===== src/rtl/fetch_stage_pkg.sv =====
`default_nettype none
// ----------------------------------------------------------------------------
// Module  : fetch_stage_pkg
// Brief   : Shared types and constants for the IF stage and its IF/ID register.
// Revision: 1.0
// ----------------------------------------------------------------------------
package fetch_stage_pkg;

  typedef enum logic [1:0] {
    FETCH   = 2'd0,
    HOLD    = 2'd1,
    DISCARD = 2'd2
  } FetchState_t;

  localparam logic [31:0] NOP_INSTR_DEFAULT  = 32'h0000_0013;
  localparam logic [31:0] RESET_ADDR_DEFAULT = 32'h0000_0000;

  // Redirect targets are forced onto a word boundary.
  function automatic logic [31:0] word_align(input logic [31:0] addr);
    return addr & 32'hFFFF_FFFC;
  endfunction

endpackage
`default_nettype wire


===== src/rtl/fetch_stage_if_id_reg.sv =====
`default_nettype none
// ----------------------------------------------------------------------------
// Module  : fetch_stage_if_id_reg
// Brief   : IF/ID pipeline register; clear (bubble/flush) beats enable.
// Revision: 1.0
// ----------------------------------------------------------------------------
module fetch_stage_if_id_reg
  import fetch_stage_pkg::*;
#(
  parameter logic [31:0] NOP_INSTR = NOP_INSTR_DEFAULT
) (
  input  logic        clk,
  input  logic        reset,
  input  logic        en,
  input  logic        clr,
  input  logic [31:0] instr_in,
  input  logic [31:0] pc_in,
  input  logic [31:0] pc_plus4_in,
  input  logic        valid_in,
  output logic [31:0] InstrD,
  output logic [31:0] PCD,
  output logic [31:0] PCPlus4D,
  output logic        ValidD
);

  logic [31:0] instr_q, instr_d;
  logic [31:0] pc_q, pc_d;
  logic [31:0] pc_plus4_q, pc_plus4_d;
  logic        valid_q, valid_d;

  always_comb begin
    instr_d    = instr_q;
    pc_d       = pc_q;
    pc_plus4_d = pc_plus4_q;
    valid_d    = valid_q;
    if (clr) begin
      instr_d    = NOP_INSTR;
      pc_d       = 32'd0;
      pc_plus4_d = 32'd0;
      valid_d    = 1'b0;
    end else if (en) begin
      instr_d    = instr_in;
      pc_d       = pc_in;
      pc_plus4_d = pc_plus4_in;
      valid_d    = valid_in;
    end
  end

  always_ff @(posedge clk or posedge reset) begin
    if (reset) begin
      instr_q    <= NOP_INSTR;
      pc_q       <= 32'd0;
      pc_plus4_q <= 32'd0;
      valid_q    <= 1'b0;
    end else begin
      instr_q    <= instr_d;
      pc_q       <= pc_d;
      pc_plus4_q <= pc_plus4_d;
      valid_q    <= valid_d;
    end
  end

  assign InstrD   = instr_q;
  assign PCD      = pc_q;
  assign PCPlus4D = pc_plus4_q;
  assign ValidD   = valid_q;

endmodule
`default_nettype wire


===== src/rtl/fetch_stage.sv =====
`default_nettype none
// ----------------------------------------------------------------------------
// Module  : fetch_stage
// Brief   : IF stage: owns PCF, drives the imem request/ready handshake,
//           honours decode stalls and EX redirects.
// Revision: 1.0
// ----------------------------------------------------------------------------
module fetch_stage
  import fetch_stage_pkg::*;
#(
  parameter logic [31:0] RESET_ADDR = RESET_ADDR_DEFAULT,
  parameter logic [31:0] NOP_INSTR  = NOP_INSTR_DEFAULT
) (
  input  logic        clk,
  input  logic        reset,
  output logic        imem_valid,
  output logic [31:0] imem_addr,
  input  logic        imem_ready,
  input  logic [31:0] imem_rdata,
  input  logic        StallD,
  input  logic        PCSrcE,
  input  logic [31:0] PCTargetE,
  output logic [31:0] InstrD,
  output logic [31:0] PCD,
  output logic [31:0] PCPlus4D,
  output logic        ValidD
);

  FetchState_t state_q, state_d;
  logic [31:0] pcf_q, pcf_d;
  logic [31:0] pending_q, pending_d;
  logic [31:0] skid_q, skid_d;
  logic        started_q, started_d;

  logic [31:0] target;
  logic [31:0] pcf_plus4;
  logic        ifid_load;
  logic        ifid_clr;
  logic        ifid_en;
  logic [31:0] ifid_instr;

  assign target    = word_align(PCTargetE);
  assign pcf_plus4 = pcf_q + 32'd4;

  always_comb begin
    state_d    = state_q;
    pcf_d      = pcf_q;
    pending_d  = pending_q;
    skid_d     = skid_q;
    started_d  = 1'b1;
    ifid_load  = 1'b0;
    ifid_instr = imem_rdata;

    // The first cycle out of reset issues nothing, so ready is ignored then.
    if (started_q) begin
      case (state_q)
        FETCH: begin
          if (PCSrcE) begin
            if (imem_ready) begin
              pcf_d = target;
            end else begin
              pending_d = target;
              state_d   = DISCARD;
            end
          end else if (imem_ready) begin
            if (!StallD) begin
              ifid_load = 1'b1;
              pcf_d     = pcf_plus4;
            end else begin
              skid_d  = imem_rdata;
              state_d = HOLD;
            end
          end
        end
        HOLD: begin
          ifid_instr = skid_q;
          if (PCSrcE) begin
            pcf_d   = target;
            state_d = FETCH;
          end else if (!StallD) begin
            ifid_load = 1'b1;
            pcf_d     = pcf_plus4;
            state_d   = FETCH;
          end
        end
        DISCARD: begin
          if (PCSrcE) begin
            pending_d = target;
          end
          if (imem_ready) begin
            pcf_d   = PCSrcE ? target : pending_q;
            state_d = FETCH;
          end
        end
        default: state_d = FETCH;
      endcase
    end
  end

  // Flush outranks stall; an unstalled cycle with nothing to hand over is a bubble.
  assign ifid_en  = !StallD;
  assign ifid_clr = PCSrcE || (!StallD && !ifid_load);

  always_ff @(posedge clk or posedge reset) begin
    if (reset) begin
      state_q   <= FETCH;
      pcf_q     <= RESET_ADDR;
      pending_q <= RESET_ADDR;
      skid_q    <= NOP_INSTR;
      started_q <= 1'b0;
    end else begin
      state_q   <= state_d;
      pcf_q     <= pcf_d;
      pending_q <= pending_d;
      skid_q    <= skid_d;
      started_q <= started_d;
    end
  end

  assign imem_valid = started_q && (state_q != HOLD);
  assign imem_addr  = pcf_q;

  fetch_stage_if_id_reg #(
    .NOP_INSTR (NOP_INSTR)
  ) u_if_id_reg (
    .clk         (clk),
    .reset       (reset),
    .en          (ifid_en),
    .clr         (ifid_clr),
    .instr_in    (ifid_instr),
    .pc_in       (pcf_q),
    .pc_plus4_in (pcf_plus4),
    .valid_in    (1'b1),
    .InstrD      (InstrD),
    .PCD         (PCD),
    .PCPlus4D    (PCPlus4D),
    .ValidD      (ValidD)
  );

endmodule
`default_nettype wire


===== config.mk =====
export PLATFORM = sky130hd
export DESIGN_NAME = fetch_stage
export DESIGN_NICKNAME = d
export VERILOG_FILES = /design/src/rtl/fetch_stage_pkg.sv /design/src/rtl/fetch_stage_if_id_reg.sv /design/src/rtl/fetch_stage.sv
export SDC_FILE = /design/constraint.sdc
export NUM_CORES = 1
export LEC_CHECK = 0
export CAP_MARGIN = 20
export CORE_AREA = 4 4 161 132
export DETAILED_ROUTE_END_ITERATION = 12
export DIE_AREA = 0 0 165 136
export PLACE_DENSITY = 0.72
export SYNTH_ARGS = -nofsm -noshare
export SYNTH_HDL_FRONTEND = slang
export SYNTH_SLANG_ARGS = --single-unit

===== constraint.sdc =====
create_clock -name clk -period 8.5 [get_ports clk]
set_input_delay 0.85 -clock clk [delete_from_list [all_inputs] [get_ports clk]]
set_output_delay 0.85 -clock clk [all_outputs]
set_load 0.01 [all_outputs]

==> results of run 1 <==
## stage by stage
| step | cell area, um^2 | hold WS, ns | setup slack, ns | power, W |
|---|---|---|---|---|
| finish | 11500 | 0.479 | 5.40 | 0.00253 |
| global route | 11500 | 0.502 | 5.17 | 0.00267 |
| CTS | 11500 | 0.483 | 5.44 | 0.00256 |
| detailed placement | 10900 | 0.465 | 5.00 | 0.00174 |
| global placement | 10900 | 0.460 | 5.01 | 0.00172 |
| floorplan | 8720 | 0.464 | 2.38 | 0.00149 |
## worst reg2reg max path: stages, from the launching register on
cell	delay, ns
sky130_fd_sc_hd__dfrtp_1	0.56
sky130_fd_sc_hd__o21ai_0	0.18
sky130_fd_sc_hd__nand3b_1	0.55
sky130_fd_sc_hd__buf_4	0.45
sky130_fd_sc_hd__a2111oi_0	0.46
sky130_fd_sc_hd__a32oi_1	0.16
sky130_fd_sc_hd__nand3_1	0.14
## per-layer routing
| layer | track usage, % | vias up | part of all wire, % |
|---|---|---|---|
| met1 | 29.7 | 3378 | 47 |
| li1 | - | 3181 | - |
| met4 | 5.13 | 0 | 1.5 |
| met2 | 32.3 | 184 | 46 |
| met3 | 4.73 | 25 | 5.3 |
| met5 | 0 | - | 0 |
## where the power goes
| part | internal (W) | total (W) | switching, W | leakage (nW) |
|---|---|---|---|---|
| sequential | 0.00107 | 0.00121 | 0.000138 | 2.51 |
| clock | 0.000422 | 0.000813 | 0.000391 | 0.286 |
| combinational | 0.000282 | 0.000514 | 0.000232 | 2.18 |
| total | 0.00177 | 0.00253 | 0.000761 | 4.97 |
## final timing paths
| kind | slack, ns | end | cells past startpoint | from |
|---|---|---|---|---|
| worst min register to register | 0.48 | u_if_id_reg.InstrD[14] | 2 | u_if_id_reg.InstrD[14] |
| worst max-delay path | 5.40 | imem_addr[14] | 7 | StallD |
| worst max register to register | 5.94 | imem_addr[19] | 6 | state_q[0] |
| max in group asynchronous | 6.03 | u_if_id_reg.PCPlus4D[20] | 3 | reset |
| worst min-delay path | 0.48 | u_if_id_reg.InstrD[14] | 2 | u_if_id_reg.InstrD[14] |
| min in group asynchronous | 0.99 | imem_addr[18] | 2 | reset |
## cells in the final DEF (no fill, tap or decap), types with 17 or more instances in the layout
cell type                         instances
sky130_fd_sc_hd__clkdlybuf4s50_1        195
sky130_fd_sc_hd__dfrtp_1                188
sky130_fd_sc_hd__o21ai_0                 98
sky130_fd_sc_hd__nand2_1                 95
sky130_fd_sc_hd__mux2_2                  62
sky130_fd_sc_hd__mux2i_1                 37
sky130_fd_sc_hd__nor2_1                  32
sky130_fd_sc_hd__a21oi_1                 29
sky130_fd_sc_hd__a22o_1                  25
sky130_fd_sc_hd__xnor2_1                 21
sky130_fd_sc_hd__clkbuf_16               17
## registers in the layout (all words and copies together), names as in the netlist
signal / cells
imem_addr: 32
pending_q: 32
skid_q: 32
u_if_id_reg.InstrD: 32
u_if_id_reg.PCPlus4D: 32
u_if_id_reg.PCD: 30
state_q: 2
started_q: 1
u_if_id_reg.ValidD: 1
## cell families (layout without fill, tap and decap cells)
family                     after synthesis  count (layout)  share of synthesized area, %
adders and majority gates                1               1                         0.143
DFF                                    194             194                          55.7
muxes                                   99              99                          12.2
and+or+nand+nor                        209             209                          11.8
buffers and inverters                   69             250                          3.17
AOI/OAI and AO/OA                      199             199                          14.4
other                                    1               1                        0.0430
xor gates and xnor gates                24              24                          2.41
## final cells by class
cell class,count,share of cell area (%)
Clock buffer,18,3.73
Clock inverter,14,1.49
Inverter,11,0.425
Multi-Input combinational cell,533,31.4
Sequential cell,194,42.3
Tap cell,264,2.87
Timing Repair Buffer,207,17.7
==> impl_results.md, run 1 <==
* Status: complete, no violations
* Synthesized flop and latch total at 194
* Clock Path Buffers at 2
* Synth Cell Area at 8720 um^2
* Period Utilization, post-route at 36.5%
* Maximum level of the CTS H-tree at 4
* Antenna violation net count after detailed routing at 0
* Required time at the endpoint of the critical path at 8.77 ns
* Setup violators final at 0
* Highest Clock Rate at 0.323 GHz
* Cell row count at 46
* Cell accounting for the most synthesized area: sky130_fd_sc_hd__dfrtp_1
* Antenna violations before repair at 0
* Final-report hold violation count at 0
* Number of flops mapped to enable cells by yosys at 0
* Wire length of the first global-routing pass at 36600 um
* Reg clk slew, reported paths at 0.07 ns
* Height of the chip at 136 um
* Maximum VDD drop at 0.147 mV
* TritonCTS Buffers at 17
* Drc violations at 0
* Global placer's final weighted congestion at 0.808
* Maximum number of pins on one net before global-route repair at 122
* Net count of the mapped netlist at 866
* WL/cell at 18.4 um
* Critical Path AT at 3.37 ns
* Power density relative to cell area at 220 nW/um^2
* Number of distinct library cells after synthesis at 53
* CP Cell Sequence: clkdlybuf4s50_1 > or3b_2 > nand3b_1 > buf_4 > nor3_1 > a221oi_1 > o21ai_0
* Leakage power at 4.97 nW
* Synth Area per Inst at 11.0 um^2
* Worst hold path class: flop to flop
* Vias per std cell at 5.45
* Synth-to-layout area growth at 31.7%
* Post-route core utilization at 58.5%
* Initial core utilization at 44.4%
* Clock root buffer: sky130_fd_sc_hd__clkbuf_16
* TritonCTS clock tree: done
* Delay of the slowest cell on the worst path at 0.58 ns
* Ranking of synthesized cells by area: sky130_fd_sc_hd__dfrtp_1 54%, sky130_fd_sc_hd__mux2_2 8.0%, sky130_fd_sc_hd__o21ai_0 5.6%
* Sinks on Clock Net at 194
* Share of layout cells above drive strength 1 at 12.6%
* Most used DFF post-synth: sky130_fd_sc_hd__dfrtp_1
* Worst Max-Slew Pin Slew at 1.06 ns
* Total Die Area at 22400 um^2
* Slew Viols, Final at 0
* Total negative setup slack at 0 ns
* Largest clock skew in the final design at 0.0116 ns
* Critical-path maximum fanout at 38
* Via count of the first global-routing pass at 6816
* Antenna Cells at 0
* Vias after detailed routing at 6768
* 1st-pass router iterations at 5
* Floorplan Core Area at 19600 um^2
* Total gr overflow at 0
* Setup repair after global routing missed its margin: false
* Detailed placer's ending HPWL at 15300 um
* Number of DRC markers in iteration 0 at 406
* Die boundary width at 165 um
* Number of fillers in the final layout at 1683
* Portion of synthesized cell area occupied by the leading cell type at 53.9%
* Post_cts resized at 0
* Area of the multi-input gates at 3610 um^2
* Post-synthesis cell count at 796
* Crit path kind: input pin to flop
* Max-Slew Margin vs Limit at 29.1%
* Yosys Warn Count at 0
* Final #Nets at 1034
* Total area of sequential cells at 4860 um^2
* I/O Buffers at 196
* Final Non-Filler Cells at 1241
* Max-capacitance violation count at 0
* Synth cell count leaders: 188 x sky130_fd_sc_hd__dfrtp_1, 98 x sky130_fd_sc_hd__o21ai_0, 97 x sky130_fd_sc_hd__nand2_1
* Critical Path Source Type: input pin
* Setup crit end kind: flop
* Crit path time final at 3.10 ns
* Crit-path leading delay family: buffers and inverters
* Asr flop ratio synth at 100%
* Count of boundary I/O pins at 199
* Most common cell in the synthesized netlist: sky130_fd_sc_hd__dfrtp_1
* Insertion delay of the later-clocked pin in the worst-skew pair at 0.43 ns
* Cells after DPL at 1208
* Count of buffer and inverter cells on the critical path at 2
* Wirelength, routed at 22900 um
* Cell type of the slowest stage on the worst timing path: sky130_fd_sc_hd__clkdlybuf4s50_1
* Global routing usage summed across all routing layers at 20.8%
* Post-CTS Repair Setup Buffers at 0
* Sequential cell area fraction in the yosys report at 55.7%
* Cts hold-fix bufs at 0
(Power assumes the default switching activity.)
==> run 2, diff against run 1 <==
--- a/config.mk
+++ b/config.mk
@@ -9,7 +9,7 @@
 export CORE_AREA = 4 4 161 132
 export DETAILED_ROUTE_END_ITERATION = 12
 export DIE_AREA = 0 0 165 136
-export PLACE_DENSITY = 0.72
+export PLACE_DENSITY = 0.75
 export SYNTH_ARGS = -nofsm -noshare
 export SYNTH_HDL_FRONTEND = slang
 export SYNTH_SLANG_ARGS = --single-unit
==> constraint.sdc (replaced) <==
create_clock -name clk -period 2.75 [get_ports clk]
set_input_delay 0.275 -clock clk [delete_from_list [all_inputs] [get_ports clk]]
set_output_delay 0.275 -clock clk [all_outputs]
set_load 0.01 [all_outputs]
==> run 2 against run 1 <==
Flip-flop and latch count unchanged; non-clock buffer count increased by 17; first-iteration DRC count increased by 32%; via count increased by 3.0%; die area unchanged; sequential share of layout area decreased by 0.69 points; clock-buffer cell count unchanged; worst hold slack got worse by 0.29 ns; final cell count increased by 1.4%; clock skew increased by 0.0021 ns; wire length increased by 3.7%; critical path depth decreased by 2; critical endpoint is now imem_addr[30]; largest cell class unchanged; highest routed layer unchanged.
==> impl_results.md, run 2 (synthesized netlist as in run 1, its figures left out) <==
* Post_cts resized at 0 (unchanged)
* Final-report hold violation count at 0 (unchanged)
* Maximum level of the CTS H-tree at 4 (unchanged)
* Worst R2R End: imem_addr[30]
* Crit path time final at 2.30 ns
* Max-Slew Margin vs Limit at 38.5% (+9.4 points)
* Crit-path leading delay family: simple AND/OR/NAND/NOR gates
* Most common cell after layout, fill and taps aside: sky130_fd_sc_hd__clkdlybuf4s50_1
* Vias after detailed routing at 6973 (+3.0%)
* CP Cell Sequence: nand3_1 > nor4_4 > nand3_1 > o32a_1 > o21ai_0
* Net Sw Frac at 28.8% (-1.3 points)
* Wire length of the first global-routing pass at 37200 um (+1.6%)
* Net switching power figure at 0.00232 W (+210%)
* I/O Buffers at 196 (unchanged)
* Worst Max-Slew Pin Slew at 0.919 ns (-0.140 ns)
* Post-CTS Repair Setup Buffers at 0 (unchanged)
* Startpoint of the worst-slack reg-to-reg timing path: imem_addr[4]
* Global routing usage summed across all routing layers at 21.2% (+0.38 points)
* Via count of the first global-routing pass at 6726 (-1.3%)
* Floorplan Core Area at 19600 um^2 (unchanged)
* Register-to-register setup slack at 0.45 ns (-5.49 ns)
* Number of DRC markers in iteration 0 at 537 (+32%)
* Initial core utilization at 44.4% (unchanged)
* Leakage power at 5.08 nW (+2.2%)
* Combinational group share of total power at 20.9% (+0.6 points)
* Post-route core utilization at 59.5% (+0.97 points)
* Count of buffer and inverter cells on the critical path at 0 (-2)
* Critical Path AT at 2.66 ns (-0.71 ns)
* Detailed placer's ending HPWL at 16400 um (+7.4%)
* Clock root buffer: sky130_fd_sc_hd__clkbuf_16
* Total Die Area at 22400 um^2 (unchanged)
* Maximum VDD drop at 0.409 mV (+180%)
* Setup repair after global routing missed its margin: false
* Count of boundary I/O pins at 199 (unchanged)
* Most frequent cells in the layout: 195 x sky130_fd_sc_hd__clkdlybuf4s50_1, 188 x sky130_fd_sc_hd__dfrtp_1, 98 x sky130_fd_sc_hd__o21ai_0
* Setup violators final at 0 (unchanged)
* Critical-path maximum fanout at 8 (-79%)
* Highest Clock Rate at 0.434 GHz
* TritonCTS clock tree: done
* Status: complete, no violations
* Sinks on Clock Net at 194 (unchanged)
* Antenna violation net count after detailed routing at 0 (unchanged)
* Share of layout cells above drive strength 1 at 14.1% (+1.5 points)
* Power density relative to cell area at 692 nW/um^2 (+210%)
* Synth-to-layout area growth at 33.9%
* Delay of the slowest cell on the worst path at 0.68 ns (+0.10 ns)
* Antenna violations before repair at 0 (unchanged)
* Setup crit end kind: flop
* Cell type of the slowest stage on the worst timing path: sky130_fd_sc_hd__nor4_4
* Drc violations at 0 (unchanged)
* Worst setup slack after layout at 0.446 ns (-4.95 ns)
* Max-capacitance violation count at 0 (unchanged)
* Pre-CTS setup slack at 0.416 ns (-4.59 ns)
* WL/cell at 18.9 um (+2.3%)
* Total gr overflow at 0 (unchanged)
* Wirelength, routed at 23700 um (+3.7%)
* Period Utilization, post-route at 83.8%
* Number of cells on the critical path at 5 (-2)
* FF-to-FF path depth at 5 (-1)
* Number of fillers in the final layout at 1650 (-2.0%)
* Critical Path Source Type: flop
* Height of the chip at 136 um (unchanged)
* Clock power share at 33.2% (+1.1 points)
* 1st-pass router iterations at 5 (unchanged)
* Share of power burned in registers at 45.9% (-1.7 points)
* Cells after DPL at 1226 (+1.5%)
* Crit-path most repeated cell: sky130_fd_sc_hd__nand3_1
* Final Non-Filler Cells at 1258 (+1.4%)
* Worst hold path class: input pin to asynchronous set/reset pin
* Antenna Cells at 0 (unchanged)
* Final #Nets at 1051 (+1.6%)
* Largest clock skew in the final design at 0.0137 ns (+0.00207 ns)
* Total negative setup slack at 0 ns (unchanged)
* Start point of the critical path: imem_addr[4]
* TritonCTS Buffers at 17 (unchanged)
* Reg clk slew, reported paths at 0.07 ns (about the same)
* Die boundary width at 165 um (unchanged)
* Required time at the endpoint of the critical path at 3.10 ns (-5.67 ns)
* Crit path kind: flop to flop
* Clock Path Buffers at 2 (unchanged)
* Global placer's final weighted congestion at 0.833 (+3.2%)
* P_int at 0.00576 W (+220%)
* Insertion delay of the later-clocked pin in the worst-skew pair at 0.44 ns (about the same)
* Cts hold-fix bufs at 0 (unchanged)
* Slew Viols, Final at 0 (unchanged)
* End point of the critical path: imem_addr[30]
* Cell row count at 46 (unchanged)
* Maximum number of pins on one net before global-route repair at 86 (-30%)
* Vias per std cell at 5.54 (+1.6%)
==> run 2: through the flow <==
step	hold WS, ns	power, W	cell area [um^2]
after floorplan	0.426	0.00462	8730
after global placement	0.460	0.00538	11100
after detailed placement	0.467	0.00544	11100
after CTS	0.186	0.00813	11700
after global routing	0.194	0.00848	11700
final	0.188	0.00808	11700
==> run 2: worst min path at each step <==
stage                                     end                 from
final                     u_if_id_reg.PCD[17]                reset
after global routing      u_if_id_reg.PCD[17]                reset
after CTS                 u_if_id_reg.PCD[15]                reset
after detailed placement  u_if_id_reg.PCD[19]  u_if_id_reg.PCD[19]
after global placement     u_if_id_reg.ValidD   u_if_id_reg.ValidD
after floorplan                    skid_q[29]       imem_rdata[29]
==> run 2: worst reg2reg max path: cells and delay by family, from the launching register on <==
family	cells	cell delay (ns)
AOI/OAI and AO/OA	2	0.42
and+or+nand+nor	3	1.29
DFF	1	0.53
==> run 2: power by group through the flow <==
stage	Sequential (W)	Clock (W)	Combinational (W)
finish	0.00371	0.00268	0.00169
global route	0.00378	0.00286	0.00184
CTS	0.00370	0.00273	0.00170
detailed placement	0.00375	0	0.00169
global placement	0.00372	0	0.00166
floorplan	0.00372	0	0.000898
==> run 2: area by class of cell <==
cell class | count | area [um^2] | area share (%)
Sequential cell | 194 | 4860 | 41.6
Multi-Input combinational cell | 533 | 3610 | 30.9
Timing Repair Buffer | 224 | 2200 | 18.9
Clock buffer | 18 | 429 | 3.67
Tap cell | 264 | 330 | 2.83
Clock inverter | 14 | 200 | 1.71
Inverter | 11 | 45.0 | 0.386
==> run 2: routing by layer <==
layer  vias to the layer above  global-route usage, %  part of all wire [%]
li1                       3217                      -                     -
met1                      3519                   30.9                    47
met2                       215                   31.9                    46
met3                        22                   4.76                   5.6
met4                         0                   5.64                   1.4
met5                         -                      0                     0
